`src/rtl/norm_shift_seq_pkg.sv`:
```
// norm_shift_seq_pkg
//   Shared definitions for the normalizer: direction encodings, the FSM state
//   type and a constant-friendly log2 helper.
//   No ports (package).
package norm_shift_seq_pkg;

  // Direction encodings on the dir input / mode register
  localparam logic DIR_LEFT  = 1'b0;  // count leading zeros, shift left
  localparam logic DIR_RIGHT = 1'b1;  // count trailing zeros, shift right

  // Sequencer states
  typedef enum logic [1:0] {
    IDLE = 2'd0,
    RUN  = 2'd1,
    DONE = 2'd2
  } state_t;

  // Ceiling log2, usable in constant expressions
  function automatic int clog2(input int value);
    int result;
    result = 0;
    while ((1 << result) < value) begin
      result = result + 1;
    end
    return result;
  endfunction

endpackage

```
`src/rtl/norm_shift_seq_if.sv`:
```
// norm_shift_seq_if
//   Groups the request/response signals of the normalizer.
//   master: drives start, dir, In; observes ready, done, Out, Cnt, zero.
//   slave : the normalizer side (mirror of master).
//   Signals:
//     start - request, taken only while ready is high
//     dir   - 0 left normalize, 1 right normalize
//     In    - operand
//     ready - normalizer can accept a request
//     done  - one-cycle result pulse
//     Out   - normalized value
//     Cnt   - shift amount applied (0..WIDTH)
//     zero  - operand was all zeros
interface norm_shift_seq_if #(
  parameter int WIDTH = 16,
  parameter int CNT_W = $clog2(WIDTH) + 1
);

  logic             start;
  logic             dir;
  logic [WIDTH-1:0] In;
  logic             ready;
  logic             done;
  logic [WIDTH-1:0] Out;
  logic [CNT_W-1:0] Cnt;
  logic             zero;

  modport master (
    output start, dir, In,
    input  ready, done, Out, Cnt, zero
  );

  modport slave (
    input  start, dir, In,
    output ready, done, Out, Cnt, zero
  );

endinterface

```
`src/rtl/norm_shift_seq_norm_stage.sv`:
```
// norm_stage
//   One combinational binary-search step of the normalizer. Looks at the
//   s-bit field at the end being normalized; if that field is all zeros the
//   word is shifted by s (zero fill) and s is reported as the count increment.
//   Ports:
//     work      in  WIDTH  current working value
//     s         in  CNT_W  step size (a power of two, at most WIDTH/2)
//     dir       in  1      0 left (MSB end), 1 right (LSB end)
//     next_work out WIDTH  shifted value, or work unchanged on no hit
//     hit       out 1      the examined field was all zeros
//     inc       out CNT_W  amount to add to the shift count (s or 0)
import norm_shift_seq_pkg::*;

module norm_stage #(
  parameter int WIDTH = 16,
  parameter int CNT_W = $clog2(WIDTH) + 1
) (
  input  logic [WIDTH-1:0] work,
  input  logic [CNT_W-1:0] s,
  input  logic             dir,
  output logic [WIDTH-1:0] next_work,
  output logic             hit,
  output logic [CNT_W-1:0] inc
);

  localparam logic [WIDTH-1:0] ALL_ONES = {WIDTH{1'b1}};

  logic [WIDTH-1:0] field_mask;

  // The mask selects the top s bits in left mode and the bottom s bits in
  // right mode; shifting an all-ones word and inverting avoids any variable
  // part-select.
  always_comb begin
    field_mask = '0;
    hit        = 1'b0;
    next_work  = work;
    inc        = '0;
    if (dir == DIR_LEFT) begin
      field_mask = ~(ALL_ONES >> s);
    end else begin
      field_mask = ~(ALL_ONES << s);
    end
    hit = ((work & field_mask) == '0);
    if (hit) begin
      inc = s;
      if (dir == DIR_LEFT) begin
        next_work = work << s;
      end else begin
        next_work = work >> s;
      end
    end
  end

endmodule

```
`src/rtl/norm_shift_seq.sv`:
```
// norm_shift_seq
//   Multi-cycle normalizer. On an accepted start it captures the operand and
//   runs a binary search of shift steps WIDTH/2, ..., 2, 1, finding the
//   leading-zero (left) or trailing-zero (right) count and the normalized
//   value. Results appear with a one-cycle done pulse and hold until the
//   next result.
//   Ports:
//     clk   in  1   clock, rising edge
//     rst_n in  1   asynchronous active-low reset
//     bus   slave   start/dir/In request, ready/done/Out/Cnt/zero response
import norm_shift_seq_pkg::*;

module norm_shift_seq #(
  parameter int WIDTH = 16,
  parameter int CNT_W = $clog2(WIDTH) + 1
) (
  input  logic           clk,
  input  logic           rst_n,
  norm_shift_seq_if.slave bus
);

  localparam int               K_W         = clog2(WIDTH);
  localparam logic [K_W-1:0]   K_FIRST     = K_W'(K_W - 1);
  localparam logic [CNT_W-1:0] CNT_ZERO_OP = CNT_W'(WIDTH);

  state_t           state;
  state_t           state_next;
  logic [K_W-1:0]   k;
  logic [WIDTH-1:0] work;
  logic [CNT_W-1:0] count;
  logic             mode;
  logic             zero_op;

  logic [CNT_W-1:0] step;
  logic [WIDTH-1:0] next_work;
  logic             hit;
  logic [CNT_W-1:0] inc;

  logic             ready_int;
  logic             accept;
  logic             last_stage;

  logic [WIDTH-1:0] out_reg;
  logic [CNT_W-1:0] cnt_reg;
  logic             zero_reg;

  assign ready_int  = (state != RUN);
  assign accept     = bus.start && ready_int;
  assign last_stage = (state == RUN) && (k == '0);
  assign step       = CNT_W'(1) << k;

  norm_stage #(
    .WIDTH (WIDTH),
    .CNT_W (CNT_W)
  ) u_stage (
    .work      (work),
    .s         (step),
    .dir       (mode),
    .next_work (next_work),
    .hit       (hit),
    .inc       (inc)
  );

  // State register
  always_ff @(posedge clk or negedge rst_n) begin
    if (!rst_n) begin
      state <= IDLE;
    end else begin
      state <= state_next;
    end
  end

  // Next-state logic. DONE accepts a new request directly so a held start
  // streams one result every log2(WIDTH)+1 cycles; start during RUN is dropped.
  always_comb begin
    state_next = state;
    case (state)
      IDLE: begin
        if (bus.start) begin
          state_next = RUN;
        end
      end
      RUN: begin
        if (k == '0) begin
          state_next = DONE;
        end
      end
      DONE: begin
        if (bus.start) begin
          state_next = RUN;
        end else begin
          state_next = IDLE;
        end
      end
      default: state_next = IDLE;
    endcase
  end

  // Working datapath: capture on accept, then one search step per RUN cycle.
  // The all-zero flag is taken from the operand itself so the final override
  // does not depend on the search result.
  always_ff @(posedge clk or negedge rst_n) begin
    if (!rst_n) begin
      work    <= '0;
      count   <= '0;
      mode    <= DIR_LEFT;
      k       <= '0;
      zero_op <= 1'b0;
    end else if (accept) begin
      work    <= bus.In;
      count   <= '0;
      mode    <= bus.dir;
      k       <= K_FIRST;
      zero_op <= (bus.In == '0);
    end else if (state == RUN) begin
      work  <= next_work;
      count <= count + inc;
      if (k != '0) begin
        k <= k - K_W'(1);
      end
    end
  end

  // Result registers load on the last search step, i.e. on entry to DONE.
  // A zero operand would otherwise report WIDTH-1, so it is forced to WIDTH.
  always_ff @(posedge clk or negedge rst_n) begin
    if (!rst_n) begin
      out_reg  <= '0;
      cnt_reg  <= '0;
      zero_reg <= 1'b0;
    end else if (last_stage) begin
      if (zero_op) begin
        out_reg  <= '0;
        cnt_reg  <= CNT_ZERO_OP;
        zero_reg <= 1'b1;
      end else begin
        out_reg  <= next_work;
        cnt_reg  <= count + inc;
        zero_reg <= 1'b0;
      end
    end
  end

  assign bus.ready = ready_int;
  assign bus.done  = (state == DONE);
  assign bus.Out   = out_reg;
  assign bus.Cnt   = cnt_reg;
  assign bus.zero  = zero_reg;

endmodule

```
`src/flat_wrapper.sv`:
```
// flat-port wrapper written by rule: the top's interface ports become plain ports
module norm_shift_seq_flat 
#(
  parameter int WIDTH = 16,
  parameter int CNT_W = $clog2(WIDTH) + 1
)
  (clk, rst_n, bus_start, bus_dir, bus_In, bus_ready, bus_done, bus_Out, bus_Cnt, bus_zero);
  norm_shift_seq_if #(.WIDTH(WIDTH), .CNT_W(CNT_W)) bus_i ();
  input  logic clk;
  input  logic rst_n;
  input wire logic [$bits(bus_i.start)-1:0] bus_start;
  input wire logic [$bits(bus_i.dir)-1:0] bus_dir;
  input wire logic [$bits(bus_i.In)-1:0] bus_In;
  output wire logic [$bits(bus_i.ready)-1:0] bus_ready;
  output wire logic [$bits(bus_i.done)-1:0] bus_done;
  output wire logic [$bits(bus_i.Out)-1:0] bus_Out;
  output wire logic [$bits(bus_i.Cnt)-1:0] bus_Cnt;
  output wire logic [$bits(bus_i.zero)-1:0] bus_zero;
  assign bus_i.start = bus_start;
  assign bus_i.dir = bus_dir;
  assign bus_i.In = bus_In;
  assign bus_ready = bus_i.ready;
  assign bus_done = bus_i.done;
  assign bus_Out = bus_i.Out;
  assign bus_Cnt = bus_i.Cnt;
  assign bus_zero = bus_i.zero;
  norm_shift_seq #(.WIDTH(WIDTH), .CNT_W(CNT_W)) u_core (.clk(clk), .rst_n(rst_n), .bus(bus_i));
endmodule
```
`config.mk`:
```
export PLATFORM = sky130hd
export DESIGN_NAME = norm_shift_seq_flat
export DESIGN_NICKNAME = d
export VERILOG_FILES = /design/src/rtl/norm_shift_seq_pkg.sv /design/src/rtl/norm_shift_seq_if.sv /design/src/rtl/norm_shift_seq_norm_stage.sv /design/src/rtl/norm_shift_seq.sv /design/src/flat_wrapper.sv
export SDC_FILE = /design/constraint.sdc
export NUM_CORES = 1
export LEC_CHECK = 0
export ABC_AREA = 1
export BUFFER_PORTS_ARGS = -buffer_cell sky130_fd_sc_hd__buf_4
export CAP_MARGIN = 20
export CORE_ASPECT_RATIO = 0.75
export CORE_UTILIZATION = 35
export CTS_CLUSTER_SIZE = 16
export DETAILED_ROUTE_END_ITERATION = 7
export PLACE_DENSITY_LB_ADDON = 0.2
export SYNTH_ARGS = -nofsm -noshare
export SYNTH_HDL_FRONTEND = slang
export SYNTH_SLANG_ARGS = --single-unit
export TNS_END_PERCENT = 20
```
`constraint.sdc`:
```
create_clock -name clk -period 10.1 [get_ports clk]
set_clock_uncertainty 0.05 [all_clocks]
set_input_delay 2.02 -clock clk [delete_from_list [all_inputs] [get_ports clk]]
set_output_delay 2.02 -clock clk [all_outputs]
set_load 0.03 [all_outputs]
```
Word-level counts from Yosys, hierarchy flattened
Cells that the tools add are included.

storage, ports and cells
  register bits = 51
  latch bits = 0
  memory bits (writable) = 0
  ROM bits = 0
  input bits = 20
  output and inout port bits = 24
  logic and storage cells = 53
  memories = 0

operators by class
  add/subtract/negate cells = 2
  multiply operators = 0
  divide/modulo/power cells = 0
  order comparisons = 0
  equality and inequality tests = 5
  shift operators = 5
  mux-type cells = 18
  bitwise gates (word level) = 3
  reductions and logical operators = 11

operators by type and width
  operator               number
  $mux 16                6
  $logic_not 16->1       2
  $not 16->16            2
  $mux 5                 4
  $and 16x16->16         1
  $shl 16x5->16          1
  $shl 16x5->16 const A  1
  $shr 16x5->16          1
  $shr 16x5->16 const A  1
  $mux 4                 3
  $pmux 2 s3             1
  $add 5x5->5            1
  $shl 1x4->5 const A    1
  $logic_not 4->1        1
  $mux 2                 2
  $ne 2x1->1 const B     2
  $reduce_and 2->1       2
  $reduce_bool 2->1      2
  $reduce_bool 4->1      1
  $sub 4x1->4 const B    1
  $eq 2x1->1 const B     1
  $eq 2x2->1 const B     1
  $logic_and 1x1->1      2
  $logic_not 2->1        1
  other kinds (2)        3

Logic depth before layout (Yosys ltp)
Gate-level depths: netlist (run 1).

  depth in word-level cells = 10
  mapped depth = 26
  depth with buffers taken out = 24

Cells and area by module
Synthesis (run 1) repeated with hierarchy kept, for this count alone.

unflattened totals
  cell total of the unflattened synthesis = 749
  area, all modules = 4464.3 sq um

by module, submodules not included
  module          instances  cells an instance  area each (sq um)  sequential area each (sq um)
  norm_shift_seq  1          277                2432.3             1276.2
  norm_stage      1          472                2031.9             0.0

Worst setup path before layout (run 1)
No wires, ideal clock.

  path kind = register to register
  from = register u_core.k[0]
  to = register u_core.cnt_reg[4], in the netlist u_core.bus.Cnt[4]
  setup time = 0.077 ns
  arrival = 3.526 ns
  data required time = 9.973 ns
  slack = 6.447 ns
  cell stages (with the launch flop) = 26
  path buffers = 3
  period minus slack after synthesis = 3.653 ns
  path through = dfrtp_1 > inv_1 > ha_1 > buf_1 > o21ai_2 > buf_6 > nand3_1 > nand2_1 > nand2_1 > nor2_1 > nand2_1 > nor2_1 > nand3_1 > buf_2 > nor2_1 > ha_1 > inv_1 > fa_1 > or2_2 > a21oi_1 > or2_2 > xor2_1 > inv_1 > nand3_1 > nand2_1 > a21oi_1

between the ends
  cells in the longest elaborated chain, start to end = 9
  elaborated cells between the ends (all ways) = 13
  those cells by class = add/sub (1); shift (3); mux (3); bitwise (3); reduce/logical (3)

ends and longest elaborated chain
  element                                                line                                                              RTL
  from (decl)                                            norm_shift_seq.sv:28                                              logic [K_W-1:0] k;
  from (signal assigned)                                 norm_shift_seq.sv:119                                             k <= k - K_W'(1);
  $shl 1x4->5                                            norm_shift_seq.sv:50                                              assign step = CNT_W'(1) << k;
  $shr 16x5->16 / $shl 16x5->16 (equally long branches)  norm_shift_seq_norm_stage.sv:39, norm_shift_seq_norm_stage.sv:41
  $not 16->16 (on tied branches)                         norm_shift_seq_norm_stage.sv:39, norm_shift_seq_norm_stage.sv:41
  $mux 16                                                norm_shift_seq_norm_stage.sv:38                                   if (dir == DIR_LEFT) begin
  $and 16x16->16                                         norm_shift_seq_norm_stage.sv:43                                   hit = ((work & field_mask) == '0);
  $logic_not 16->1                                       norm_shift_seq_norm_stage.sv:43
  $mux 5                                                 norm_shift_seq_norm_stage.sv:44                                   if (hit) begin
  $add 5x5->5                                            norm_shift_seq.sv:138                                             cnt_reg <= count + inc;
  $mux 5                                                 norm_shift_seq.sv:132                                             if (zero_op) begin
  to (signal assigned)                                   norm_shift_seq.sv:138
  to (decl)                                              norm_shift_seq.sv:44                                              logic [CNT_W-1:0] cnt_reg;

Several ways; a longest one is shown, not always the timed one.
A chain may end at the register's enable or synchronous reset.

Worst setup path in the final report (run 1)
Same ends and word-level chain as after synthesis.

==> impl_metrics.json, run 1 <==
{
  "grt_pass1_wl_um": 24600,
  "synthCells": 707,
  "setup_slack_ps": 5290,
  "min_path_type": "reg2reg",
  "n_antenna_cell": 0,
  "cts_resized": 0,
  "dp_hpwl_um": 12200,
  "ios": 44,
  "grt.overflow.total": 0,
  "fin_crit_ps": 4810,
  "fill_cells": 1281,
  "drtPass1Iterations": 6,
  "arrival_ps": 4980,
  "ant_nets": 0,
  "clk_path_buf_depth": 2,
  "die_w_um": 130,
  "crit_path_max_fanout": 20,
  "cp-end-kind": "flip-flop",
  "cts_buffers": 5,
  "die-area_um2": 12700,
  "cts_tree": "done",
  "multi_input_area_um2": 2600,
  "drc": 0,
  "drv_cap": 0,
  "syn_to_final_growth_pct": 12.8,
  "row_count": 34,
  "finalHoldViolCount": 0,
  "critPathRequiredTime_ps": 10270,
  "routed_wl_um": 15700,
  "cts_hold_buf": 0,
  "tightest_slew_ps": 797,
  "min_period_over_period_pct": 47.6,
  "final-setup-viol-count": 0,
  "fmax_ghz": 0.208,
  "cts-root-buf": "clkbuf_16",
  "ys_seq_area_share_pct": 29.7,
  "worstSetupPathType": "reg2reg",
  "status": "finished clean",
  "synth_area_um2": 4300,
  "h-tree-depth": 2,
  "async_flop_share_pct": 100,
  "drive_gt1_share_pct": 11.1,
  "synthDistinctLibCells": 35,
  "yosys_warnings": 0,
  "ys_ff_latch": 51,
  "clk_pin_slew_worst_paths_ps": 70,
  "vias": 4850,
  "pre_cts_ws_ps": 5380,
  "post_cts_buffers": 0,
  "setup_tns_ps": 0,
  "core_um2": 11800,
  "vias_per_cell": 5.44,
  "grt_max_degree": 52,
  "syn_area_per_cell_um2": 6.08,
  "clk_latency_ps": 290,
  "portBuffers": 43,
  "seq_area_um2": 1280,
  "layout.nets": 759,
  "synth_enable_flop_cells": 0,
  "grt_usage_pct": 25.5,
  "die_h_um": 98.0,
  "cts_sinks": 51,
  "antenna_found_initial": 0,
  "drv_slew": 0,
  "grt_pass1_vias": 4457,
  "finalWeightedCongestion": 1.01,
  "syn-num-nets": 737,
  "layout_common_cells": "nand2_1 (249), nand3_1 (89), nor2_1 (62), inv_1 (58), o21ai_0 (58)",
  "rsz0062_at_grt": "no",
  "relSlewSlack_pct": 46.7,
  "drt_iter0_drc": 499,
  "wl_per_cell_um": 17.6,
  "ys.flop_type": "dfrtp_1",
  "final_common_cell": "nand2_1",
  "start_util_pct": 36.5,
  "crit_path_start_kind": "flip-flop"
}
## routing by layer
layer | share of wire [%] | up-vias | global-route usage, %
met1 | 47 | 2270 | 37.1
met3 | 8.0 | 29 | 4.66
met4 | 2.3 | 0 | 7.16
li1 | - | 2332 | -
met2 | 43 | 219 | 38.2
met5 | 0 | - | 0
## worst max-delay path, stage by stage, from the launching register on
cell and delay, ps:
dfrtp_1 410, inv_1 110, ha_1 310, nand3_2 300, nand2_2 180, nor2_2 290
nand2_1 130, nand3_1 130, nand2_1 60, nor2_1 170, nand3_1 600, nor2_1 280
ha_1 190, inv_1 60, fa_1 400, or2_2 320, a21oi_1 120, or2_2 120
xor2_1 180, inv_1 50, nand3_1 70, nand2_1 70, a21oi_1 120
## Yosys cell counts (3+ instances only)
cell type  number  area, um^2
a21oi_1        20         100
buf_2          13        65.1
buf_6           3        33.8
clkbuf_1       13        48.8
dfrtp_1        51        1280
ha_1            9         113
inv_1          58         218
inv_2           8        30.0
mux2i_1         4        40.0
nand2_1       249         935
nand3_1        89         445
nand4_1         9        56.3
nor2_1         62         233
nor2_2          5        31.3
nor4_1          4        25.0
o211ai_1        4        30.0
o21ai_0        58         290
o21ai_1        16        80.1
o22ai_1         4        25.0
or2_2           4        25.0
## final cells by class
class | count | area share [%]
Timing Repair Buffer | 48 | 7.44
Clock buffer | 6 | 2.87
Inverter | 66 | 5.11
Multi-Input combinational cell | 557 | 53.7
Sequential cell | 51 | 26.3
Clock inverter | 2 | 0.336
Tap cell | 162 | 4.18
## metrics by stage
stage               hold slack, ps  instances  instance area [um^2]  utilization [%]
floorplan                      397        707                  4300                -
global placement               420        884                  4690             39.8
detailed placement             422        884                  4690             39.8
CTS                            440        892                  4840             41.1
global route                   456        892                  4840             41.1
finish                         435        892                  4840             41.1
## worst paths after layout
kind	startpoint	end	slack [ps]	cells past startpoint
max in group asynchronous	rst_n	u_core.mode	7850	1
min in group asynchronous	rst_n	u_core.work[1]	1680	1
worst max-delay path	u_core.k[0]	u_core.bus.Cnt[4]	5290	22
worst max register to register	u_core.k[0]	u_core.bus.Cnt[4]	5290	22
worst min-delay path	u_core.state[0]	u_core.state[0]	440	1
worst min register to register	u_core.state[0]	u_core.state[0]	440	1
## kinds of logic after synthesis
| kind of cell | count (synthesis) | share of synthesized area [%] |
|---|---|---|
| simple gates | 431 | 42.4 |
| compound gates | 110 | 13.7 |
| buf+inv | 99 | 9.73 |
| flops | 51 | 29.7 |
| fa+ha+maj | 10 | 3.09 |
| mux | 4 | 0.932 |
| xor+xnor | 2 | 0.408 |
Power of run 1 is not shown: default switching activity piles up to over one toggle a cycle in this logic, so the estimate is an artifact.
==> inputs of run 2 (changes only) <==
clock period = 4.2 ns   (was 10.1 ns; I/O delays follow)
==> run 2 against run 1 <==
  * Non-clock buffer count is 18 higher
  * Die area unchanged
  * Critical path depth is 1 lower
  * Global-route usage grew 0.67 points
  * Utilization increased by 1.6 points
  * Final cell count is 2.0% higher
  * Cell area up 3.9%
==> impl_metrics.json, run 2 (synthesized netlist as in run 1, its figures left out) <==
{
  "fill_cells": 1300,
  "grt_usage_pct": 26.1,
  "grt_pass1_vias": 4539,
  "clk_pin_slew_worst_paths_ps": 70,
  "grt.overflow.total": 0,
  "dp_hpwl_um": 12800,
  "start_util_pct": 36.5,
  "cts_buffers": 5,
  "max_stage_delay_ps": 420,
  "crit_path_start_kind": "flip-flop",
  "die-area_um2": 12700,
  "portBuffers": 43,
  "final_common_cell": "nand2_1",
  "fmax_ghz": 0.257,
  "vias": 4926,
  "drt_iter0_drc": 424,
  "drv_cap": 0,
  "cts_tree": "done",
  "layout_common_cells": "nand2_1 (248), nand3_1 (86), buf_4 (66), nor2_1 (59)",
  "drive_gt1_share_pct": 14.4,
  "n_antenna_cell": 0,
  "tightest_slew_ps": 728,
  "drv_slew": 0,
  "finalWeightedCongestion": 0.952,
  "drc": 0,
  "ios": 44,
  "rsz0062_at_grt": "no",
  "cp_slowest_cell": "dfrtp_1",
  "routed_wl_um": 16300,
  "fin_crit_ps": 3900,
  "crit_path_max_fanout": 7,
  "setup_tns_ps": 0,
  "status": "finished clean",
  "critPathRequiredTime_ps": 4380,
  "row_count": 34,
  "wl_per_cell_um": 17.9,
  "cts-root-buf": "clkbuf_16",
  "antenna_found_initial": 0,
  "h-tree-depth": 2,
  "clk_path_buf_depth": 2,
  "finalHoldViolCount": 0,
  "clk_latency_ps": 300,
  "cp-end-kind": "flip-flop",
  "min_path_type": "reg2reg",
  "layout.nets": 777,
  "die_w_um": 130,
  "arrival_ps": 4070,
  "ant_nets": 0,
  "syn_to_final_growth_pct": 17.2,
  "grt_max_degree": 52,
  "relSlewSlack_pct": 51.3,
  "min_period_over_period_pct": 92.8,
  "crit_top_cell": "nand3_1",
  "vias_per_cell": 5.41,
  "drtPass1Iterations": 5,
  "grt_pass1_wl_um": 25100,
  "crit_chain": "buf_4 -> ha_1 -> o21ai_4 -> buf_4 -> nand3_2 -> nand3_1 -> nand3_1 -> nor2_2 -> nand3_2 -> nor2_1 -> ha_1 -> inv_1 -> fa_1 -> or2_2 -> a21oi_1 -> or2_2 -> xor2_1 -> inv_1 -> nand3_1 -> nand2_1 -> a21oi_1",
  "cts_sinks": 51,
  "final-setup-viol-count": 0,
  "die_h_um": 98.0,
  "worstSetupPathType": "reg2reg",
  "core_um2": 11800
}
==> run 2: area by class of cell <==
class / instances / area (um^2) / area share (%)
inverter: 66 / 248 / 4.92
clock buffer: 6 / 139 / 2.76
multi-input combinational: 557 / 2660 / 52.8
tap: 162 / 203 / 4.03
clock inverter: 2 / 16.3 / 0.323
sequential: 51 / 1280 / 25.3
timing repair buffer: 66 / 495 / 9.84
==> run 2: through the flow <==
step | setup WS, ps | cell area (um^2) | hold WS [ps] | utilization [%] | cells
2_1_floorplan | 547 | 4300 | 397 | - | 707
3_3_place_gp | 344 | 4790 | 420 | 40.6 | 897
3_5_place_dp | 157 | 4790 | 418 | 40.6 | 897
4_1_cts | 131 | 4940 | 436 | 41.9 | 905
5_1_grt | 4.33 | 5030 | 468 | 42.7 | 910
6_report | 302 | 5030 | 434 | 42.7 | 910
==> run 2: path summary, 6_finish.rpt <==
check / startpoint / to / slack [ps] / cells past startpoint
setup / recovery: u_core.k[0] / u_core.bus.Cnt[4] / 300 / 21
hold / removal: u_core.bus.Out[1] / u_core.bus.Out[1] / 430 / 2
setup reg to reg: u_core.k[0] / u_core.bus.Cnt[4] / 300 / 21
hold reg to reg: u_core.bus.Out[1] / u_core.bus.Out[1] / 430 / 2
max in group asynchronous: rst_n / u_core.state[1] / 3120 / 1
min in group asynchronous: rst_n / u_core.work[2] / 520 / 1
==> run 2: timing repair <==
action | 4_1_cts | 5_1_grt
buffers inserted | 0 | 5
setup endpoints to repair | 0 | 2
hold buffers | 0 | 0
resized for setup | 0 | 13
==> run 2: routing by layer <==
layer  vias to the layer above  share of wire, %  track usage [%]
met4                         0               2.3             7.42
met1                      2331                47             38.3
met5                         -                 0                0
li1                       2372                 -                -
met3                        29               8.6             6.41
met2                       194                42             37.6
==> run 2: critical path: cells and delay by family (launching register included) <==
kind | cells | cell delay (ps)
AND/OR/NAND/NOR | 10 | 1410
adder cells (fa/ha/maj) | 3 | 870
AO/OA/AOI/OAI | 3 | 480
flip-flops | 1 | 420
buffers and inverters | 4 | 420
XOR/XNOR | 1 | 180
Power of run 2 is left out for the same reason.
